### config.mk
export PLATFORM = sky130hd
export DESIGN_NAME = gbf_loader
export DESIGN_NICKNAME = d
export VERILOG_FILES = /design/src/rtl/gbf_pkg.sv /design/src/rtl/gbf_wr_port.sv /design/src/rtl/gbf_loader.sv
export SDC_FILE = /design/constraint.sdc
export NUM_CORES = 2
export LEC_CHECK = 0
export ABC_AREA = 1
export CELL_PAD_IN_SITES_DETAIL_PLACEMENT = 1
export CELL_PAD_IN_SITES_GLOBAL_PLACEMENT = 1
export CORE_AREA = 2 2 611 613
export CTS_BUF_LIST = sky130_fd_sc_hd__clkbuf_8
export CTS_CLUSTER_DIAMETER = 40
export DETAILED_ROUTE_END_ITERATION = 7
export DIE_AREA = 0 0 613 615
export HOLD_SLACK_MARGIN = 0.03
export PLACE_DENSITY = 0.35
export SETUP_SLACK_MARGIN = 0.15
export SLEW_MARGIN = 10
export SYNTH_ARGS = -nofsm -noshare
export SYNTH_HDL_FRONTEND = slang
export SYNTH_HIERARCHICAL = 1
export SYNTH_SLANG_ARGS = --single-unit
### constraint.sdc
create_clock -name clk -period 2.2 [get_ports clk]
set_input_delay 0.44 -clock clk [delete_from_list [all_inputs] [get_ports clk]]
set_output_delay 0.44 -clock clk [all_outputs]
set_load 0.02 [all_outputs]
### src/rtl/gbf_pkg.sv
`default_nettype none
// ============================================================================
// Module      : gbf_pkg
// Description : Shared FSM encoding, buffer selectors and width defaults for
//               the GBF loader.
// Revision    : 1.0 - initial release
// ============================================================================
package gbf_pkg;

  localparam int C_GBF_DATA_BITWIDTH = 512;
  localparam int C_GBF_ADDR_BITWIDTH = 5;
  localparam int C_GBF_DEPTH         = 32;

  localparam logic [1:0] C_ST_IDLE  = 2'd0;
  localparam logic [1:0] C_ST_FILL1 = 2'd1;
  localparam logic [1:0] C_ST_FILL2 = 2'd2;
  localparam logic [1:0] C_ST_WAIT  = 2'd3;

  localparam logic C_BUF1 = 1'b0;
  localparam logic C_BUF2 = 1'b1;

endpackage : gbf_pkg
`default_nettype wire

### src/rtl/gbf_wr_port.sv
`default_nettype none
// ============================================================================
// Module      : gbf_wr_port
// Description : Registered port-A write stage (en/we/addr/w_data) of one GBF.
// Revision    : 1.0 - initial release
// ============================================================================
module gbf_wr_port #(
  parameter int DATA_W = 512,
  parameter int ADDR_W = 5
) (
  input  logic              clk,
  input  logic              i_rst_n,
  input  logic              i_flush,
  input  logic              i_wr_req,
  input  logic [ADDR_W-1:0] i_wr_addr,
  input  logic [DATA_W-1:0] i_wr_data,
  output logic              o_en,
  output logic              o_we,
  output logic [ADDR_W-1:0] o_addr,
  output logic [DATA_W-1:0] o_w_data
);

  logic              r_en;
  logic [ADDR_W-1:0] r_addr;
  logic [DATA_W-1:0] r_data;
  logic              w_take;

  assign w_take = i_wr_req & ~i_flush;

  // Address and data hold their last value between writes.
  always_ff @(posedge clk or negedge i_rst_n) begin
    if (!i_rst_n) begin
      r_en   <= 1'b0;
      r_addr <= '0;
      r_data <= '0;
    end else begin
      r_en <= w_take;
      if (w_take) begin
        r_addr <= i_wr_addr;
        r_data <= i_wr_data;
      end
    end
  end

  assign o_en     = r_en;
  assign o_we     = r_en;
  assign o_addr   = r_addr;
  assign o_w_data = r_data;

endmodule : gbf_wr_port
`default_nettype wire

### src/rtl/gbf_loader.sv
`default_nettype none
// ============================================================================
// Module      : gbf_loader
// Description : Streams source words into the ping-pong GBF pair, tracks tile
//               readiness and refills buffers on accelerator release.
// Revision    : 1.0 - initial release
// ============================================================================
module gbf_loader
  import gbf_pkg::*;
#(
  parameter int GBF_DATA_BITWIDTH = C_GBF_DATA_BITWIDTH,
  parameter int GBF_ADDR_BITWIDTH = C_GBF_ADDR_BITWIDTH,
  parameter int GBF_DEPTH         = C_GBF_DEPTH
) (
  input  logic                         clk,
  input  logic                         reset,
  input  logic                         start,
  input  logic [GBF_ADDR_BITWIDTH:0]   tile_words,
  input  logic                         finish,
  input  logic                         src_valid,
  input  logic [GBF_DATA_BITWIDTH-1:0] src_data,
  output logic                         src_ready,
  output logic                         en1a,
  output logic                         we1a,
  output logic [GBF_ADDR_BITWIDTH-1:0] addr1a,
  output logic [GBF_DATA_BITWIDTH-1:0] w_data1a,
  output logic                         en2a,
  output logic                         we2a,
  output logic [GBF_ADDR_BITWIDTH-1:0] addr2a,
  output logic [GBF_DATA_BITWIDTH-1:0] w_data2a,
  output logic                         buf1_ready,
  output logic                         buf2_ready,
  output logic                         data_avail,
  input  logic                         gbf1_need_data,
  input  logic                         gbf2_need_data,
  output logic                         cfg_err
);

  localparam int                 C_CNT_W = GBF_ADDR_BITWIDTH + 1;
  localparam logic [C_CNT_W-1:0] C_DEPTH = C_CNT_W'(GBF_DEPTH);

  logic [1:0]         r_state;
  logic [1:0]         w_state_nxt;
  logic [C_CNT_W-1:0] r_cnt;
  logic [C_CNT_W-1:0] r_tile_len;
  logic               r_next_buf;
  logic               r_ready1;
  logic               r_ready2;
  logic               r_pend1;
  logic               r_pend2;
  logic               r_avail;
  logic               r_cfg_err;

  logic w_wr_req1;
  logic w_wr_req2;
  logic w_hs;
  logic w_last;
  logic w_tw_ok;
  logic w_start_ok;
  logic w_occ1;
  logic w_occ2;

  assign w_tw_ok    = (tile_words != '0) && (tile_words <= C_DEPTH);
  assign w_start_ok = (r_state == C_ST_IDLE) && start && w_tw_ok;
  assign w_hs       = w_wr_req1 | w_wr_req2;
  assign w_last     = w_hs && (r_cnt == (r_tile_len - 1'b1));

  // A tile whose last write is still committing counts as occupied, so a
  // one-word tile in the other buffer can never overwrite it.
  assign w_occ1 = r_ready1 | r_pend1;
  assign w_occ2 = r_ready2 | r_pend2;

  always_ff @(posedge clk or negedge reset) begin
    if (!reset) begin
      r_state <= C_ST_IDLE;
    end else begin
      r_state <= w_state_nxt;
    end
  end

  always_comb begin
    w_state_nxt = r_state;
    if (finish) begin
      w_state_nxt = C_ST_IDLE;
    end else begin
      case (r_state)
        C_ST_IDLE: begin
          if (w_start_ok) w_state_nxt = C_ST_FILL1;
        end
        C_ST_FILL1: begin
          if (w_last) w_state_nxt = w_occ2 ? C_ST_WAIT : C_ST_FILL2;
        end
        C_ST_FILL2: begin
          if (w_last) w_state_nxt = w_occ1 ? C_ST_WAIT : C_ST_FILL1;
        end
        C_ST_WAIT: begin
          if (r_next_buf == C_BUF1) begin
            if (!w_occ1) w_state_nxt = C_ST_FILL1;
          end else begin
            if (!w_occ2) w_state_nxt = C_ST_FILL2;
          end
        end
        default: w_state_nxt = C_ST_IDLE;
      endcase
    end
  end

  always_comb begin
    src_ready = 1'b0;
    w_wr_req1 = 1'b0;
    w_wr_req2 = 1'b0;
    case (r_state)
      C_ST_FILL1: begin
        src_ready = 1'b1;
        w_wr_req1 = src_valid;
      end
      C_ST_FILL2: begin
        src_ready = 1'b1;
        w_wr_req2 = src_valid;
      end
      default: begin
        src_ready = 1'b0;
      end
    endcase
  end

  // Ready rises one edge after the last beat, when that write commits.
  always_ff @(posedge clk or negedge reset) begin
    if (!reset) begin
      r_cnt      <= '0;
      r_tile_len <= '0;
      r_next_buf <= C_BUF1;
      r_ready1   <= 1'b0;
      r_ready2   <= 1'b0;
      r_pend1    <= 1'b0;
      r_pend2    <= 1'b0;
      r_avail    <= 1'b0;
      r_cfg_err  <= 1'b0;
    end else if (finish) begin
      r_cnt      <= '0;
      r_next_buf <= C_BUF1;
      r_ready1   <= 1'b0;
      r_ready2   <= 1'b0;
      r_pend1    <= 1'b0;
      r_pend2    <= 1'b0;
      r_avail    <= 1'b0;
      r_cfg_err  <= 1'b0;
    end else begin
      r_cfg_err <= (r_state == C_ST_IDLE) && start && !w_tw_ok;
      if (w_start_ok) begin
        r_tile_len <= tile_words;
        r_cnt      <= '0;
        r_next_buf <= C_BUF1;
      end
      if (w_hs) begin
        if (w_last) begin
          r_cnt      <= '0;
          r_next_buf <= ~r_next_buf;
        end else begin
          r_cnt <= r_cnt + 1'b1;
        end
      end
      r_pend1 <= w_last & w_wr_req1;
      r_pend2 <= w_last & w_wr_req2;
      if (r_pend1) begin
        r_ready1 <= 1'b1;
      end else if (gbf1_need_data) begin
        r_ready1 <= 1'b0;
      end
      if (r_pend2) begin
        r_ready2 <= 1'b1;
      end else if (gbf2_need_data) begin
        r_ready2 <= 1'b0;
      end
      if (r_pend1 | r_pend2) r_avail <= 1'b1;
    end
  end

  gbf_wr_port #(
    .DATA_W (GBF_DATA_BITWIDTH),
    .ADDR_W (GBF_ADDR_BITWIDTH)
  ) u_wr_port1 (
    .clk       (clk),
    .i_rst_n   (reset),
    .i_flush   (finish),
    .i_wr_req  (w_wr_req1),
    .i_wr_addr (r_cnt[GBF_ADDR_BITWIDTH-1:0]),
    .i_wr_data (src_data),
    .o_en      (en1a),
    .o_we      (we1a),
    .o_addr    (addr1a),
    .o_w_data  (w_data1a)
  );

  gbf_wr_port #(
    .DATA_W (GBF_DATA_BITWIDTH),
    .ADDR_W (GBF_ADDR_BITWIDTH)
  ) u_wr_port2 (
    .clk       (clk),
    .i_rst_n   (reset),
    .i_flush   (finish),
    .i_wr_req  (w_wr_req2),
    .i_wr_addr (r_cnt[GBF_ADDR_BITWIDTH-1:0]),
    .i_wr_data (src_data),
    .o_en      (en2a),
    .o_we      (we2a),
    .o_addr    (addr2a),
    .o_w_data  (w_data2a)
  );

  assign buf1_ready = r_ready1;
  assign buf2_ready = r_ready2;
  assign data_avail = r_avail;
  assign cfg_err    = r_cfg_err;

endmodule : gbf_loader
`default_nettype wire

==> results.json <==
{
  "run_status": "finished with violations",
  "failed_checks": "negative setup slack",
  "final_nets": 7637,
  "cts_inserted_buffers": 315,
  "placed_cell_area_um2": 65550,
  "worst-endpoint-required_ns": 1.76,
  "route.top_layer_used": "met5",
  "antenna_found_initial": 70,
  "synth_cell_types": 31,
  "place.port_buffers": 1567,
  "coreArea_um2": 370800,
  "post_synth_instance_area_um2": 42040,
  "avgSynthCellArea_um2": 8.994,
  "drc": 0,
  "synthesis.nets": 5205,
  "worst-path-max-fanout": 2,
  "tritoncts": "yes",
  "max_freq_mhz": 446.1,
  "track_usage": 0.1558,
  "met2_routed_length_mm": 148.7,
  "wirelength_mm": 304.0,
  "route.antenna.remaining_nets": 0,
  "critPathArrivalTime_ns": 1.80,
  "worstSetupStartpointType": "register",
  "hold_ws_ns": 0.1556,
  "synth-warning-count": 6,
  "final_max_slew_viol_count": 0,
  "drt-vias-per-instance": 3.557,
  "clkSinkCount": 1057,
  "initial_core_util": 0.1134,
  "drt_pre_antenna_iters": 5,
  "final_layout_size_suffix_gt1_frac": 0.2946,
  "cp-end-kind": "primary output",
  "netlist_instances": 4674,
  "worstMarginPinSlew_ns": 0.6657,
  "die_area_um2": 377000,
  "timing.setup.critical_path_class": "register to primary output",
  "place_hpwl_mm": 238.0,
  "reported_max_cap_violation_count": 0,
  "hp-class": "input port to register",
  "num_vias": 43983,
  "layoutNonFillerInstCount": 12365,
  "pd_cells_nw_per_um2": 1550,
  "numPlacedInstances": 11144,
  "power.total_uw": 122900,
  "grt_setup_unrepaired": "yes",
  "post-place-ws_ns": -0.06132,
  "design_area_final_um2": 79270,
  "wire_length_of_the_first_global_routing_pass_mm": 410.8,
  "clockRootBuffer": "clkbuf_8",
  "die_height_um": 615,
  "clk_transition_reported_paths_ns": 0.05,
  "rows": 224,
  "met3RoutedLength_mm": 23.17,
  "power.static_leakage_uw": 0.03915,
  "grt_pass1_vias": 47718,
  "grt_max_degree": 71,
  "drt-wirelength-per-cell_um": 24.58,
  "wl_met1_mm": 118.9,
  "cts_buffer_depth": 4,
  "final_period_minus_worst_setup_slack_ns": 2.241,
  "final_worst_path_setup_slack_ns": -0.04149,
  "clock_insertion_delay_worst_skew_ns": 0.98,
  "hold_viol": 0,
  "ys_top_cells_by_area": "dfrtp_1 (63%), nand2_1 (19%), nand3_1 (12%)",
  "area_growth_syn_to_layout_pct": 88.57,
  "pin_count": 1568,
  "synth_sequential_area_ratio": 0.6292,
  "slew-limit-headroom": 0.5562,
  "globalplace.congestion": 0.8270,
  "synthesized_flop_and_latch_total": 1057,
  "die_w_um": 613,
  "h-tree-depth": 5,
  "setup-violations-final": 1,
  "globalRoute.totalOverflow": 0,
  "finalCritPeriodShare": 1.019,
  "finalClockSkew_ns": 0.05576,
  "initialDrtViolationCount": 2295,
  "synth.largest_area_cell": "dfrtp_1",
  "vdd_drop_max_mv": 0.5336,
  "synth_largest_type_area_fraction": 0.6292
}
## cells in the mapped netlist (all sizes together)
master,n
a211oi,2
a21oi,8
a31oi,1
buf,293
clkbuf,54
clkinv,1
dfrtp,1057
ha,6
inv,37
mux2i,1
nand2,2117
nand3,1046
nand3b,1
nand4,6
nor2,26
nor3,2
nor4,1
o21ai,8
o22ai,2
xnor2,2
xor2,3
## routing by layer
layer / up-vias / global-route usage
li1: 20017 / -
met1: 21930 / 0.1765
met2: 1505 / 0.2644
met3: 495 / 0.05237
met4: 36 / 0.06841
met5: - / 0
## final timing paths
| path | slack, ns | depth (start not counted) | to | startpoint |
|---|---|---|---|---|
| max | -0.04 | 3 | src_ready | r_state[0] |
| min | 0.16 | 3 | u_wr_port1/o_w_data[171] | src_data[171] |
| max reg2reg | 0.13 | 10 | u_wr_port2/o_w_data[6] | r_state[1] |
| min reg2reg | 0.47 | 2 | u_wr_port1/o_w_data[428] | u_wr_port1/o_w_data[428] |
| max in group asynchronous | 1.02 | 4 | u_wr_port1/o_w_data[92] | reset |
| min in group asynchronous | 0.32 | 3 | u_wr_port2/o_w_data[125] | reset |
## stage by stage
step / setup TNS [ns] / utilization
detailed placement: -0.2937 / 0.1768
floorplan: 0 / -
CTS: -21.46 / 0.2095
global placement: -0.4065 / 0.1768
finish: -0.04149 / 0.2138
global route: -0.1938 / 0.2137
## critical path, cell delays in order (launching register included)
cell,delay [ns]
dfrtp_1,0.38
inv_2,0.07
ha_4,0.27
buf_6,0.12
## layout by cell type, fill, tap and decap left out, types with 3 or more instances in the layout
cell type and count:
a21oi_1 7, buf_12 111, buf_16 3, buf_2 9
buf_4 449, buf_6 980, buf_8 13, bufinv_16 18
clkbuf_2 27, clkbuf_8 392, clkdlybuf4s50_1 523, clkinv_2 55
clkinvlp_4 8, dfrtp_1 998, dfrtp_2 59, diode_2 40
dlygate4sd3_1 346, ha_1 4, inv_1 105, inv_12 5
inv_2 3, inv_6 5, inv_8 8, nand2_1 2108
nand2_2 7, nand3_1 1042, nand3_2 4, nand4_1 6
nor2_1 24, o21ai_0 7, xor2_1 3
## report_power, final
part	total [uW]	switching [uW]	internal, uW
sequential	36400	7730	28700
clock	30200	12000	18200
combinational	56300	31300	25000
## flip-flops by register name, indices dropped and copies added, names as in the netlist
name,cells
u_wr_port2/o_w_data,512
r_pend2,1
u_wr_port1/o_en,1
r_next_buf,1
r_cnt,6
r_state,2
buf2_ready,1
u_wr_port2/o_addr,5
buf1_ready,1
r_tile_len,6
u_wr_port2/o_en,1
data_avail,1
u_wr_port1/o_addr,5
cfg_err,1
r_pend1,1
u_wr_port1/o_w_data,512
## logic make-up (layout without fill, tap and decap cells)
| group | count (synthesis) | in the layout | synth area share |
|---|---|---|---|
| compound gates | 21 | 21 | 0.002976 |
| xor+xnor | 5 | 5 | 0.001042 |
| fa+ha+maj | 6 | 6 | 0.001786 |
| buf+inv | 385 | 3064 | 0.04637 |
| flops | 1057 | 1057 | 0.6292 |
| mux | 1 | 1 | 0.0002381 |
| other cells | 0 | 40 | 0 |
| simple gates | 3199 | 3199 | 0.3184 |
## layout make-up
type	count	area, um2
inverter	38	172.7
tap	4972	6221
fill	42908	291500
timing repair buffer	2462	25810
clock buffer	392	5395
antenna	40	100.1
sequential	1057	26520
clock inverter	172	1360
multi-input combinational	3232	13690
## repair_timing
item | 4_1_cts | 5_1_grt
pin swaps | 1 | 1
cloned | 0 | 1
endpoints found under the setup margin | 1089 | 1531
gates resized for setup | 5379 | 1357
buffers inserted | 161 | 109
hold buffers | 346 | 0
hold endpoints to repair | 1401 | 0
Power figures use the tool's default switching activity.
